<file path="src/rtl/mem_port_arbiter_pkg.sv">
// Shared encodings for the two-requester RAM port arbiter: access sizes,
// FSM states, requester indices and the alignment rule.
package mem_port_arbiter_pkg;

  typedef enum logic [1:0] {
    SZ_BYTE = 2'b00,
    SZ_HALF = 2'b01,
    SZ_WORD = 2'b10,
    SZ_RSVD = 2'b11
  } size_e;

  typedef enum logic [1:0] {
    ST_IDLE  = 2'b00,
    ST_ISSUE = 2'b01,
    ST_WAIT  = 2'b10,
    ST_DONE  = 2'b11
  } state_e;

  localparam logic REQ_LSU = 1'b0;
  localparam logic REQ_LDR = 1'b1;

  // Reserved size is treated as misaligned so it takes the error path.
  function automatic logic misaligned(input logic [1:0] size, input logic [1:0] addr_lo);
    case (size_e'(size))
      SZ_BYTE: misaligned = 1'b0;
      SZ_HALF: misaligned = addr_lo[0];
      SZ_WORD: misaligned = |addr_lo;
      default: misaligned = 1'b1;
    endcase
  endfunction

endpackage

</file>
<file path="src/rtl/mem_port_arbiter_lane_align.sv">
// Combinational byte-lane steering: store write enables and replicated data,
// plus load extraction with zero/sign extension.
module mem_lane_align
  import mem_port_arbiter_pkg::*;
(
  input  logic [1:0]  i_size,
  input  logic [1:0]  i_addr_lo,
  input  logic        i_signed,
  input  logic [31:0] i_wdata,
  input  logic [31:0] i_rword,
  output logic [3:0]  o_we,
  output logic [31:0] o_din,
  output logic [31:0] o_rdata
);

  logic [31:0] w_shift;

  always_comb begin
    w_shift = i_rword >> {i_addr_lo, 3'b000};
    o_we    = 4'b1111;
    o_din   = i_wdata;
    o_rdata = w_shift;
    case (size_e'(i_size))
      SZ_BYTE: begin
        o_we    = 4'b0001 << i_addr_lo;
        o_din   = {4{i_wdata[7:0]}};
        o_rdata = {{24{i_signed & w_shift[7]}}, w_shift[7:0]};
      end
      SZ_HALF: begin
        o_we    = i_addr_lo[1] ? 4'b1100 : 4'b0011;
        o_din   = {2{i_wdata[15:0]}};
        o_rdata = {{16{i_signed & w_shift[15]}}, w_shift[15:0]};
      end
      default: ;
    endcase
  end

endmodule

</file>
<file path="src/rtl/mem_port_arbiter.sv">
// Arbitrates the LSU and loader onto one RAM port; one transaction in flight,
// misaligned requests complete with an error without touching the RAM.
module mem_port_arbiter
  import mem_port_arbiter_pkg::*;
#(
  parameter int ADDR_W    = 17,
  parameter int PRIO_MODE = 0,
  parameter int TIMEOUT   = 16
) (
  input  logic              clk,
  input  logic              reset,
  input  logic [1:0]        req_valid,
  input  logic [1:0]        req_we,
  input  logic [3:0]        req_size,
  input  logic [1:0]        req_signed,
  input  logic [2*ADDR_W-1:0] req_addr,
  input  logic [63:0]       req_wdata,
  output logic [1:0]        req_gnt,
  output logic [1:0]        rsp_valid,
  output logic              rsp_err,
  output logic [31:0]       rsp_rdata,
  output logic              busy,
  output logic              mem_en,
  output logic [3:0]        mem_we,
  output logic [ADDR_W-1:0] mem_addr,
  output logic [31:0]       mem_din,
  input  logic [31:0]       mem_dout,
  input  logic              mem_ready,
  input  logic              mem_rvalid
);

  localparam int TW = (TIMEOUT > 2) ? $clog2(TIMEOUT) : 1;
  localparam logic [TW-1:0] TMO_LAST = TW'(TIMEOUT - 1);

  state_e            r_state;
  logic              r_last;
  logic              r_idx;
  logic              r_we;
  logic              r_signed;
  logic [1:0]        r_size;
  logic [ADDR_W-1:0] r_addr;
  logic [31:0]       r_wdata;
  logic [TW-1:0]     r_tmo;
  logic              r_mem_en;
  logic [1:0]        r_rsp_valid;
  logic              r_rsp_err;
  logic [31:0]       r_rsp_rdata;

  logic              w_any;
  logic              w_win;
  logic [1:0]        w_gnt;
  logic [1:0]        w_size;
  logic [ADDR_W-1:0] w_addr;
  logic              w_mis;
  logic              w_done;
  logic [3:0]        w_we;
  logic [31:0]       w_din;
  logic [31:0]       w_rdata;

  // On a tie the pointer names the previous winner, so the other side goes.
  assign w_any  = |req_valid;
  assign w_win  = (req_valid == 2'b11) ? ((PRIO_MODE != 0) ? REQ_LDR : ~r_last) : req_valid[1];
  assign w_gnt  = (r_state == ST_IDLE && w_any && !reset) ? {w_win, ~w_win} : 2'b00;
  assign w_size = w_win ? req_size[3:2] : req_size[1:0];
  assign w_addr = w_win ? req_addr[2*ADDR_W-1:ADDR_W] : req_addr[ADDR_W-1:0];
  assign w_mis  = misaligned(w_size, w_addr[1:0]);
  assign w_done = r_we ? mem_ready : mem_rvalid;

  mem_lane_align u_align (
    .i_size    (r_size),
    .i_addr_lo (r_addr[1:0]),
    .i_signed  (r_signed),
    .i_wdata   (r_wdata),
    .i_rword   (mem_dout),
    .o_we      (w_we),
    .o_din     (w_din),
    .o_rdata   (w_rdata)
  );

  assign req_gnt   = w_gnt;
  assign rsp_valid = r_rsp_valid;
  assign rsp_err   = r_rsp_err;
  assign rsp_rdata = r_rsp_rdata;
  assign busy      = (r_state != ST_IDLE);
  assign mem_en    = r_mem_en;
  assign mem_we    = (r_mem_en && r_we) ? w_we : 4'b0000;
  assign mem_addr  = r_addr;
  assign mem_din   = w_din;

  always_ff @(posedge clk) begin
    if (reset) begin
      r_state     <= ST_IDLE;
      r_last      <= REQ_LDR;
      r_idx       <= REQ_LSU;
      r_we        <= 1'b0;
      r_signed    <= 1'b0;
      r_size      <= 2'b00;
      r_addr      <= '0;
      r_wdata     <= '0;
      r_tmo       <= '0;
      r_mem_en    <= 1'b0;
      r_rsp_valid <= 2'b00;
      r_rsp_err   <= 1'b0;
      r_rsp_rdata <= '0;
    end else begin
      case (r_state)
        ST_IDLE: if (w_any) begin
          r_last   <= w_win;
          r_idx    <= w_win;
          r_we     <= req_we[w_win];
          r_signed <= req_signed[w_win];
          r_size   <= w_size;
          r_addr   <= w_addr;
          r_wdata  <= w_win ? req_wdata[63:32] : req_wdata[31:0];
          if (w_mis) begin
            r_state     <= ST_DONE;
            r_rsp_valid <= w_gnt;
            r_rsp_err   <= 1'b1;
            r_rsp_rdata <= '0;
          end else begin
            r_state  <= ST_ISSUE;
            r_mem_en <= 1'b1;
          end
        end
        ST_ISSUE: begin
          r_state <= ST_WAIT;
          r_tmo   <= '0;
        end
        ST_WAIT: begin
          if (w_done || r_tmo == TMO_LAST) begin
            r_state     <= ST_DONE;
            r_mem_en    <= 1'b0;
            r_rsp_valid <= {r_idx, ~r_idx};
            r_rsp_err   <= ~w_done;
            r_rsp_rdata <= (w_done && !r_we) ? w_rdata : 32'h0;
          end else begin
            r_tmo <= r_tmo + 1'b1;
          end
        end
        ST_DONE: begin
          r_state     <= ST_IDLE;
          r_rsp_valid <= 2'b00;
          r_rsp_err   <= 1'b0;
          r_rsp_rdata <= '0;
        end
        default: r_state <= ST_IDLE;
      endcase
    end
  end

endmodule
</file>
<file path="config.mk">
export PLATFORM = sky130hd
export DESIGN_NAME = mem_port_arbiter
export DESIGN_NICKNAME = d
export VERILOG_FILES = /design/src/rtl/mem_port_arbiter_pkg.sv /design/src/rtl/mem_port_arbiter_lane_align.sv /design/src/rtl/mem_port_arbiter.sv
export SDC_FILE = /design/constraint.sdc
export NUM_CORES = 1
export LEC_CHECK = 0
export CAP_MARGIN = 20
export CORE_MARGIN = 2
export CORE_UTILIZATION = 43
export CTS_CLUSTER_SIZE = 20
export DETAILED_ROUTE_END_ITERATION = 6
export GPL_ROUTABILITY_DRIVEN = 1
export PLACE_DENSITY = 0.79
export SLEW_MARGIN = 20
export SYNTH_ARGS = -nofsm -noshare
export SYNTH_HDL_FRONTEND = slang
export SYNTH_SLANG_ARGS = --single-unit
</file>
<file path="constraint.sdc">
create_clock -name clk -period 2.5 [get_ports clk]
set_input_delay 0.25 -clock clk [delete_from_list [all_inputs] [get_ports clk]]
set_output_delay 0.25 -clock clk [all_outputs]
set_load 0.01 [all_outputs]
</file>
* Word level (Yosys, flattened, before mapping) *
Cells that the tools add are included.
W data, S select, Z words.

cells by class
  $add $sub $neg = 1
  order comparisons = 1
  eq/ne operators = 13
  shifts and indexed selects = 2
  mux-type cells = 39
  bitwise gates (word level) = 6
  reductions and logical operators = 21

operator list
  operator               number
  $mux W32               5
  $pmux W32 S2           2
  $pmux W32 S3           1
  $shr A32 B5 Y32        1
  $mux W17               1
  $mux W2                8
  $pmux W4 S2            2
  $mux W1                12
  $mux W4                3
  $ne A2 B2 Y1 const B   5
  $eq A2 B2 Y1 const B   4
  $pmux W2 S4            1
  $reduce_and A4 Y1      2
  $eq A2 B1 Y1 const B   3
  $logic_not A2 Y1       3
  $pmux W1 S3            2
  $pmux W2 S3            1
  $reduce_and A2 Y1      3
  $reduce_bool A2 Y1     3
  $add A4 B1 Y4 const B  1
  $eq A4 B4 Y1 const B   1
  $logic_and A1 B1 Y1    4
  $not A1 Y1             4
  $reduce_or A2 Y1       2
  7 further kinds        9

storage, ports and cells
  register bits = 97
  input bits = 144
  output and inout port bits = 92
  logic and storage cells = 96

* Logic depth before layout (Yosys ltp) *
Gate-level depths: netlist of run 1.

  word-level depth = 8
  depth in mapped cells = 9
  gate-level depth less buffers = 7

* By module *
A second synthesis of run 1 with hierarchy kept.

second synthesis, totals
  cell total of the unflattened synthesis = 712
  area total of the unflattened synthesis = 5701.7 µm²

by module, submodules not included
  module            times used  cells an instance  area each (µm²)  sequential area each (µm²)
  mem_port_arbiter  1           528                4428.0           1941.9
  mem_lane_align    1           184                1273.7           0.0

* Worst setup path after synthesis of run 1 *
OpenSTA, ideal clock, no wires.

  path type = reg-to-reg
  start = register r_state[0]
  end = register r_rsp_rdata[16] (netlist: rsp_rdata[16])
  setup time = 120 ps
  arrival = 1891 ps
  data required time = 2380 ps
  path slack = 489 ps
  cell stages (with the launch flop) = 10
  path buffers = 2
  period minus slack after synthesis = 2011 ps
  cells stage by stage = dfxtp_1 > inv_1 > ha_1 > buf_2 > or3b_2 > o31ai_2 > nor4_4 > nand2_4 > buf_6 > mux2i_1

on the way
  cells in the longest elaborated chain, start to end = 3
  elaborated cells on any way between the ends = 9
  those cells by class = eq/ne (5); mux (1); reduce/logical (3)

RTL lines
  item                                                                 line                     source
  from (decl)                                                          mem_port_arbiter.sv:35   state_e r_state;
  from (signal assigned)                                               mem_port_arbiter.sv:92   r_state <= ST_IDLE;
  from (signal assigned)                                               mem_port_arbiter.sv:116  r_state <= ST_DONE;
  from (signal assigned)                                               mem_port_arbiter.sv:121  r_state <= ST_ISSUE;
  $eq A2 B2 Y1 / $logic_not A2 Y1 (equally long branches)              mem_port_arbiter.sv:106  case (r_state)
  $ne A2 B2 Y1 (no line) / $reduce_bool A3 Y1 (equally long branches)  n/a
  $reduce_and A4 Y1 (no line)                                          n/a
  to (signal assigned)                                                 mem_port_arbiter.sv:135  r_rsp_rdata <= (w_done && !r_we) ? w_rdata : 32'h0;
  to (decl)                                                            mem_port_arbiter.sv:47   logic [31:0] r_rsp_rdata;

Parallel ways exist; a longest one is shown, timed or not.
A chain may end at the register's enable or synchronous reset.

* Worst setup path in the final report of run 1 *
  start = input port req_valid[1]
  end = output port req_gnt[0]

on the way
  cells in the longest elaborated chain, start to end = 4
  elaborated cells on any way between the ends = 7
  those cells by class = eq/ne (1); mux (2); bitwise (1); reduce/logical (3)

RTL lines
  item                                                      line                                            source
  from (decl)                                               mem_port_arbiter.sv:12                          input logic [1:0] req_valid,
  $eq A2 B2 Y1 / $reduce_or A2 Y1 (equally long branches)   mem_port_arbiter.sv:62, mem_port_arbiter.sv:61
  $mux W1 / $logic_and A1 B1 Y1 (equally long branches)     mem_port_arbiter.sv:62, mem_port_arbiter.sv:63
  $not A1 Y1 / $logic_and A1 B1 Y1 (equally long branches)  mem_port_arbiter.sv:63                          assign w_gnt = (r_state == ST_IDLE && w_any && !reset) ? {w_win, ~w_win} : 2'b00;
  $mux W2 *                                                 mem_port_arbiter.sv:63
  to (decl)                                                 mem_port_arbiter.sv:18                          output logic [1:0] req_gnt,

Every way passes the cells marked *; elsewhere a longest branch is shown, timed or not.

==> flow_summary.ini, run 1 <==
[status]
outcome = complete, no violations

[timing]
final_max_slew_viol_count = 0
timing.fmax_mhz = 428
fin_worst_skew_ns = 0.00737
finalHoldViolCount = 0
min_period_over_period_pct = 93.5
post-route-min-period_ns = 2.34
worstMarginPinSlew_ns = 0.816
setup_tns_ns = 0
rsz0062_at_grt = no
setup_viol = 0
maxSlewHeadroom_pct = 45.6

[worst_setup_path]
r2r-end = rsp_rdata[5]
r2r_slack_ns = 0.18
end_kind = output port
critical_path_class = input pin to output port
critPathArrivalTime_ns = 2.09
reg2regPathDepth = 8
cp.required_ns = 2.25
start_kind = input pin
cp_max_fo = 16
rr_startpoint = r_state[0]

[clock_network]
cts_inserted_buffers = 9
post-cts-setup-buffers = 0
cts-root-buf = clkbuf_16
numClockSinks = 97
cts_tree = built
postCtsHoldBufs = 0
htreeDepth = 3
insertion_delay_ns = 0.34
clockBufferDepth = 2
clkTransAtPathRegs_ns = 0.06

[synth]
synth_edf_count = 0
synthCells = 606
synth_warnings = 0
synth_cell_types = 51
synthesis.nets = 755
synthArstFlopShare_pct = 0
synth-seq-cells = 97
synth-seq-area-share_pct = 35.6
avgSynthCellArea_sq_um = 9.00
synthFlopType = dfxtp_1
syn_area_sq_um = 5450

[drt]
ant_nets = 0
first_pass_iters = 5
wl_per_cell_microns = 17.7
routed_wl_mm = 17.6
drc = 0
vias = 5356
first_iter_violations = 383
routed_via_density = 5.40

[placement]
portBuffers = 235
dpl_cell_area_sq_um = 7910
detailed_place_hpwl_mm = 13.2
place_congestion = 0.936

[floorplanning]
design.core.area_sq_um = 12500
ioPinCount = 236
initial_core_util_pct = 43.6
die_h_microns = 117
fp.dieArea_sq_um = 13600
rows = 41
die_w_microns = 117

[layout]
stdcell_area_sq_um = 8210
syn2layout_area_growth_pct = 50.6
num_antenna_cells = 0
drive_above_1_share_pct = 9.52
fin_nets = 963
layout_common_cells = clkdlybuf4s50_1 (234), mux2i_1 (109), dfxtp_1 (97), nor2_1 (68), a211oi_1 (53)
final_common_cell = clkdlybuf4s50_1
final_util_pct = 65.6

[global_routing]
grt_use_total_pct = 25.2
grt_overflow = 0
grt_pass1_vias = 5351
antenna_found_initial = 0
grt_pass1_wl_mm = 26.7
grt_max_degree = 85

[power_and_ir_drop]
vdd_drop_max_v = 0.000533
p_leak_nw = 3.06
power_density_nw_per_um2 = 941

[min_path]
hold_path_depth = 2
hp-start = reset
whs_endpoint = r_idx
hold_path_class = input pin to flip-flop

[job]
cap_violations = 0
[worst max path at each step]
stage	start	to	slack, ns
CTS	r_state[0]	rsp_rdata[5]	0.02
global route	r_state[0]	rsp_rdata[5]	0.04
global placement	req_valid[1]	rsp_rdata[3]	0.20
detailed placement	req_valid[1]	rsp_rdata[11]	0.11
finish	req_valid[1]	req_gnt[0]	0.16
floorplan	r_state[0]	rsp_rdata[16]	0.49
[worst max-delay path, stage by stage]
cell and delay, ns:
clkdlybuf4s50_1 0.55, a21boi_4 0.26, buf_4 0.18, buf_4 0.28
nor3_1 0.07, clkdlybuf4s50_1 0.49
[final cells by class]
type | count | area (sq um)
sequential | 97 | 1940
inverter | 7 | 26.3
timing repair buffer | 256 | 2530
clock inverter | 4 | 26.3
clock buffer | 12 | 267
tap | 172 | 215
multi-input combinational | 443 | 3210
fill | 1083 | 4310
[cell usage after synthesis (2+ instances only)]
master	instances	area share, %
buf_2	12	1.1
a211oi_1	53	7.3
nor4_1	2	0.23
and3_1	2	0.23
nor4b_1	2	0.32
a21oi_1	35	3.2
dfxtp_1	97	36
inv_1	5	0.34
nand3_1	13	1.2
clkbuf_1	25	1.7
buf_1	7	0.48
a311oi_1	3	0.48
buf_4	11	1.5
nor2_1	69	4.7
mux2i_1	109	20
nor3_1	2	0.18
a31oi_1	3	0.34
nor2b_1	3	0.34
ha_1	5	1.1
nand2_1	37	2.5
a21boi_1	2	0.28
buf_6	4	0.83
o21ai_0	21	1.9
nand2b_1	33	3.8
mux2_2	25	5.2
[kinds of logic (layout without fill, tap and decap cells)]
group	after synthesis	in the layout	share of synthesized area, %
simple gates	171	171	15.0
mux	136	136	25.9
compound gates	130	130	16.1
flops	97	97	35.6
buf+inv	66	279	6.13
fa+ha+maj	5	5	1.15
xor+xnor	1	1	0.161
[report_power, final]
group          total (W)  switching [W]  internal (W)  leakage [nW]
registers        0.00226       0.000315       0.00195         0.797
logic            0.00411        0.00205       0.00206          2.12
clock network    0.00135       0.000592      0.000755         0.145
[state kept, by name, indices dropped and copies added (netlist names)]
register	count
mem_en	1
mem_addr	17
r_size	2
r_idx	1
r_we	1
rsp_err	1
rsp_valid	2
r_signed	1
rsp_rdata	32
r_state	2
r_last	1
r_wdata	32
r_tmo	4
[what timing repair did]
action,CTS,global route
resized for setup,0,2
endpoints found under the setup margin,0,27
hold endpoints to repair,0,0
[per-layer routing]
metal	global-route usage (%)	share of wire, %
met2	45.6	50
met4	8.78	2.3
met5	0	0
met3	5.86	8.4
met1	29.2	40
[metrics by stage]
| step | cells | setup WS, ns | power [W] | hold WS, ns |
|---|---|---|---|---|
| after floorplan | 606 | 0.489 | 0.00474 | 0.429 |
| after global placement | 975 | 0.199 | 0.00628 | 0.459 |
| after detailed placement | 975 | 0.111 | 0.00637 | 0.466 |
| after CTS | 991 | 0.0219 | 0.00775 | 0.294 |
| after global routing | 991 | 0.0436 | 0.00819 | 0.331 |
| final | 991 | 0.162 | 0.00772 | 0.307 |
Power figures use the tool's default switching activity.
==> inputs of run 2 (changes only) <==
Settings changed: ABC_CLOCK_PERIOD_IN_PS set to 2500.
==> results of run 2 <==
No change in the layout: final DEF, timing and power equal those of run 1.
==> inputs of run 3 (changes only) <==
Settings changed: CORE_UTILIZATION 43 to 49, DONT_BUFFER_PORTS set to 1, PLACE_DENSITY 0.79 to 0.62.
==> flow_summary.ini, run 3 (synthesis gave the netlist of run 1 again) <==
[power_and_ir_drop]
comb_power_share_pct = 46.5
switching_share_pct = 42.1
power_density_nw_per_um2 = 1110
clkPwrFrac_pct = 16.4
seq_power_share_pct = 37.1
vdd_drop_max_v = 0.000642
switchingPower_w = 0.00271
p_leak_nw = 2.16
p_int_w = 0.00372

[timing]
timing.fmax_mhz = 438
fin_worst_skew_ns = 0.00883
min_period_over_period_pct = 91.3
setup_viol = 0
finalHoldViolCount = 0
rsz0062_at_grt = no
worstMarginPinSlew_ns = 0.529
setup_tns_ns = 0
post-route-min-period_ns = 2.28
maxSlewHeadroom_pct = 64.3
final_max_slew_viol_count = 0

[worst_setup_path]
r2r_slack_ns = 0.22
start_kind = flip-flop
reg2regPathDepth = 8
r2r-end = rsp_rdata[28]
cp_max_fo = 32
critical_path_class = flip-flop to flip-flop
end_kind = flip-flop
critPathArrivalTime_ns = 2.58
cp.required_ns = 2.80
rr_startpoint = r_state[0]

[drt]
wl_per_cell_microns = 19.9
routed_via_density = 5.96
routed_wl_mm = 14.4
vias = 4320
ant_nets = 0
first_pass_iters = 4
drc = 0
first_iter_violations = 210

[min_path]
hold_path_depth = 2
hold_path_class = input pin to flip-flop
whs_endpoint = rsp_rdata[27]
hp-start = mem_dout[27]

[clock_network]
htreeDepth = 3
insertion_delay_ns = 0.37
clkTransAtPathRegs_ns = 0.10
numClockSinks = 97
cts_tree = built
clockBufferDepth = 2
cts_inserted_buffers = 9
cts-root-buf = clkbuf_8

[floorplanning]
ioPinCount = 236
initial_core_util_pct = 50.3
die_w_microns = 110
die_h_microns = 110
fp.dieArea_sq_um = 12000
rows = 38
design.core.area_sq_um = 10800

[global_routing]
grt_overflow = 0
antenna_found_initial = 0
grt_pass1_vias = 4051
grt_max_degree = 66
grt_pass1_wl_mm = 21.5
grt_use_total_pct = 23.4

[job]
cap_violations = 0

[status]
outcome = complete, no violations

[placement]
portBuffers = 0
place_congestion = 0.848
detailed_place_hpwl_mm = 10.5

[layout]
final_common_cell = mux2i_1
num_antenna_cells = 0
drive_above_1_share_pct = 13.3
layout_common_cells = mux2i_1 (109), dfxtp_1 (97), nor2_1 (68), a211oi_1 (53), nand2_1 (37)
syn2layout_area_growth_pct = 6.33
fin_nets = 729
final_util_pct = 53.5
-- run 3: cell count changes in the layout (fill, tap and decap cells not counted), moves of 3 or more --
| cell | before | now |
|---|---|---|
| buf_12 | 2 | 5 |
| buf_4 | 19 | 16 |
| clkbuf_16 | 9 | 0 |
| clkbuf_8 | 3 | 10 |
| clkdlybuf4s50_1 | 234 | 0 |
-- run 3: metal layers --
layer / vias to the layer above / GRT usage [%] / part of all wire (%)
met2: 169 / 38.3 / 48
met4: 0 / 8.68 / 1.9
met1: 2010 / 29.5 / 43
li1: 2118 / - / -
met3: 23 / 6.28 / 7.9
met5: - / 0 / 0
-- run 3: layout make-up --
cell class / count / area, sq um
clock buffers: 11 / 141
clock inverters: 5 / 55.1
fillers: 998 / 5040
inverters: 7 / 26.3
multi-input cells: 443 / 3210
flip-flops and latches: 97 / 1940
well taps: 140 / 175
repair buffers: 22 / 248
-- run 3: metrics by stage --
step                      std cells  area, sq um  hold WS (ns)  setup WS, ns  power (W)
final                           725         5800        0.0557         0.217    0.00643
after CTS                       725         5780        0.0390         0.131    0.00646
after floorplan                 606         5450         0.429         0.489    0.00474
after global routing            725         5800        0.0525         0.105    0.00687
after global placement          708         5560         0.330         0.330    0.00531
after detailed placement        708         5560         0.333         0.168    0.00539
-- run 3: power groups by stage --
stage,sequential (W),clock (W),combinational [W]
after floorplan,0.00226,0,0.00248
after global routing,0.00245,0.00113,0.00329
after detailed placement,0.00242,0,0.00297
after global placement,0.00241,0,0.00291
after CTS,0.00238,0.00108,0.00300
final,0.00239,0.00106,0.00299
-- run 3: timing repair --
| item | in CTS | in global routing |
|---|---|---|
| hold buffers | 1 | 0 |
| hold endpoints to repair | 65 | 0 |
| buffers inserted | 0 | 0 |
| setup endpoints to repair | 0 | 25 |
| resized for setup | 0 | 3 |
-- run 3: how the worst max path moves through the flow --
stage                    start             to  slack, ns  cells after the start
CTS                 r_state[0]  rsp_rdata[28]       0.13                      8
floorplan           r_state[0]  rsp_rdata[16]       0.49                      9
global placement    r_state[0]  rsp_rdata[11]       0.33                      8
finish              r_state[0]  rsp_rdata[28]       0.22                      8
global route        r_state[0]  rsp_rdata[28]       0.11                      8
detailed placement  r_state[0]  rsp_rdata[28]       0.17                      8
-- run 3: critical path: stages (launching register included) --
cell     delay, ns
dfxtp_1       0.35
inv_1         0.12
ha_2          0.31
or3b_2        0.51
o31ai_2       0.16
nor4_4        0.15
nand2_4       0.11
buf_12        0.24
mux2i_1       0.25
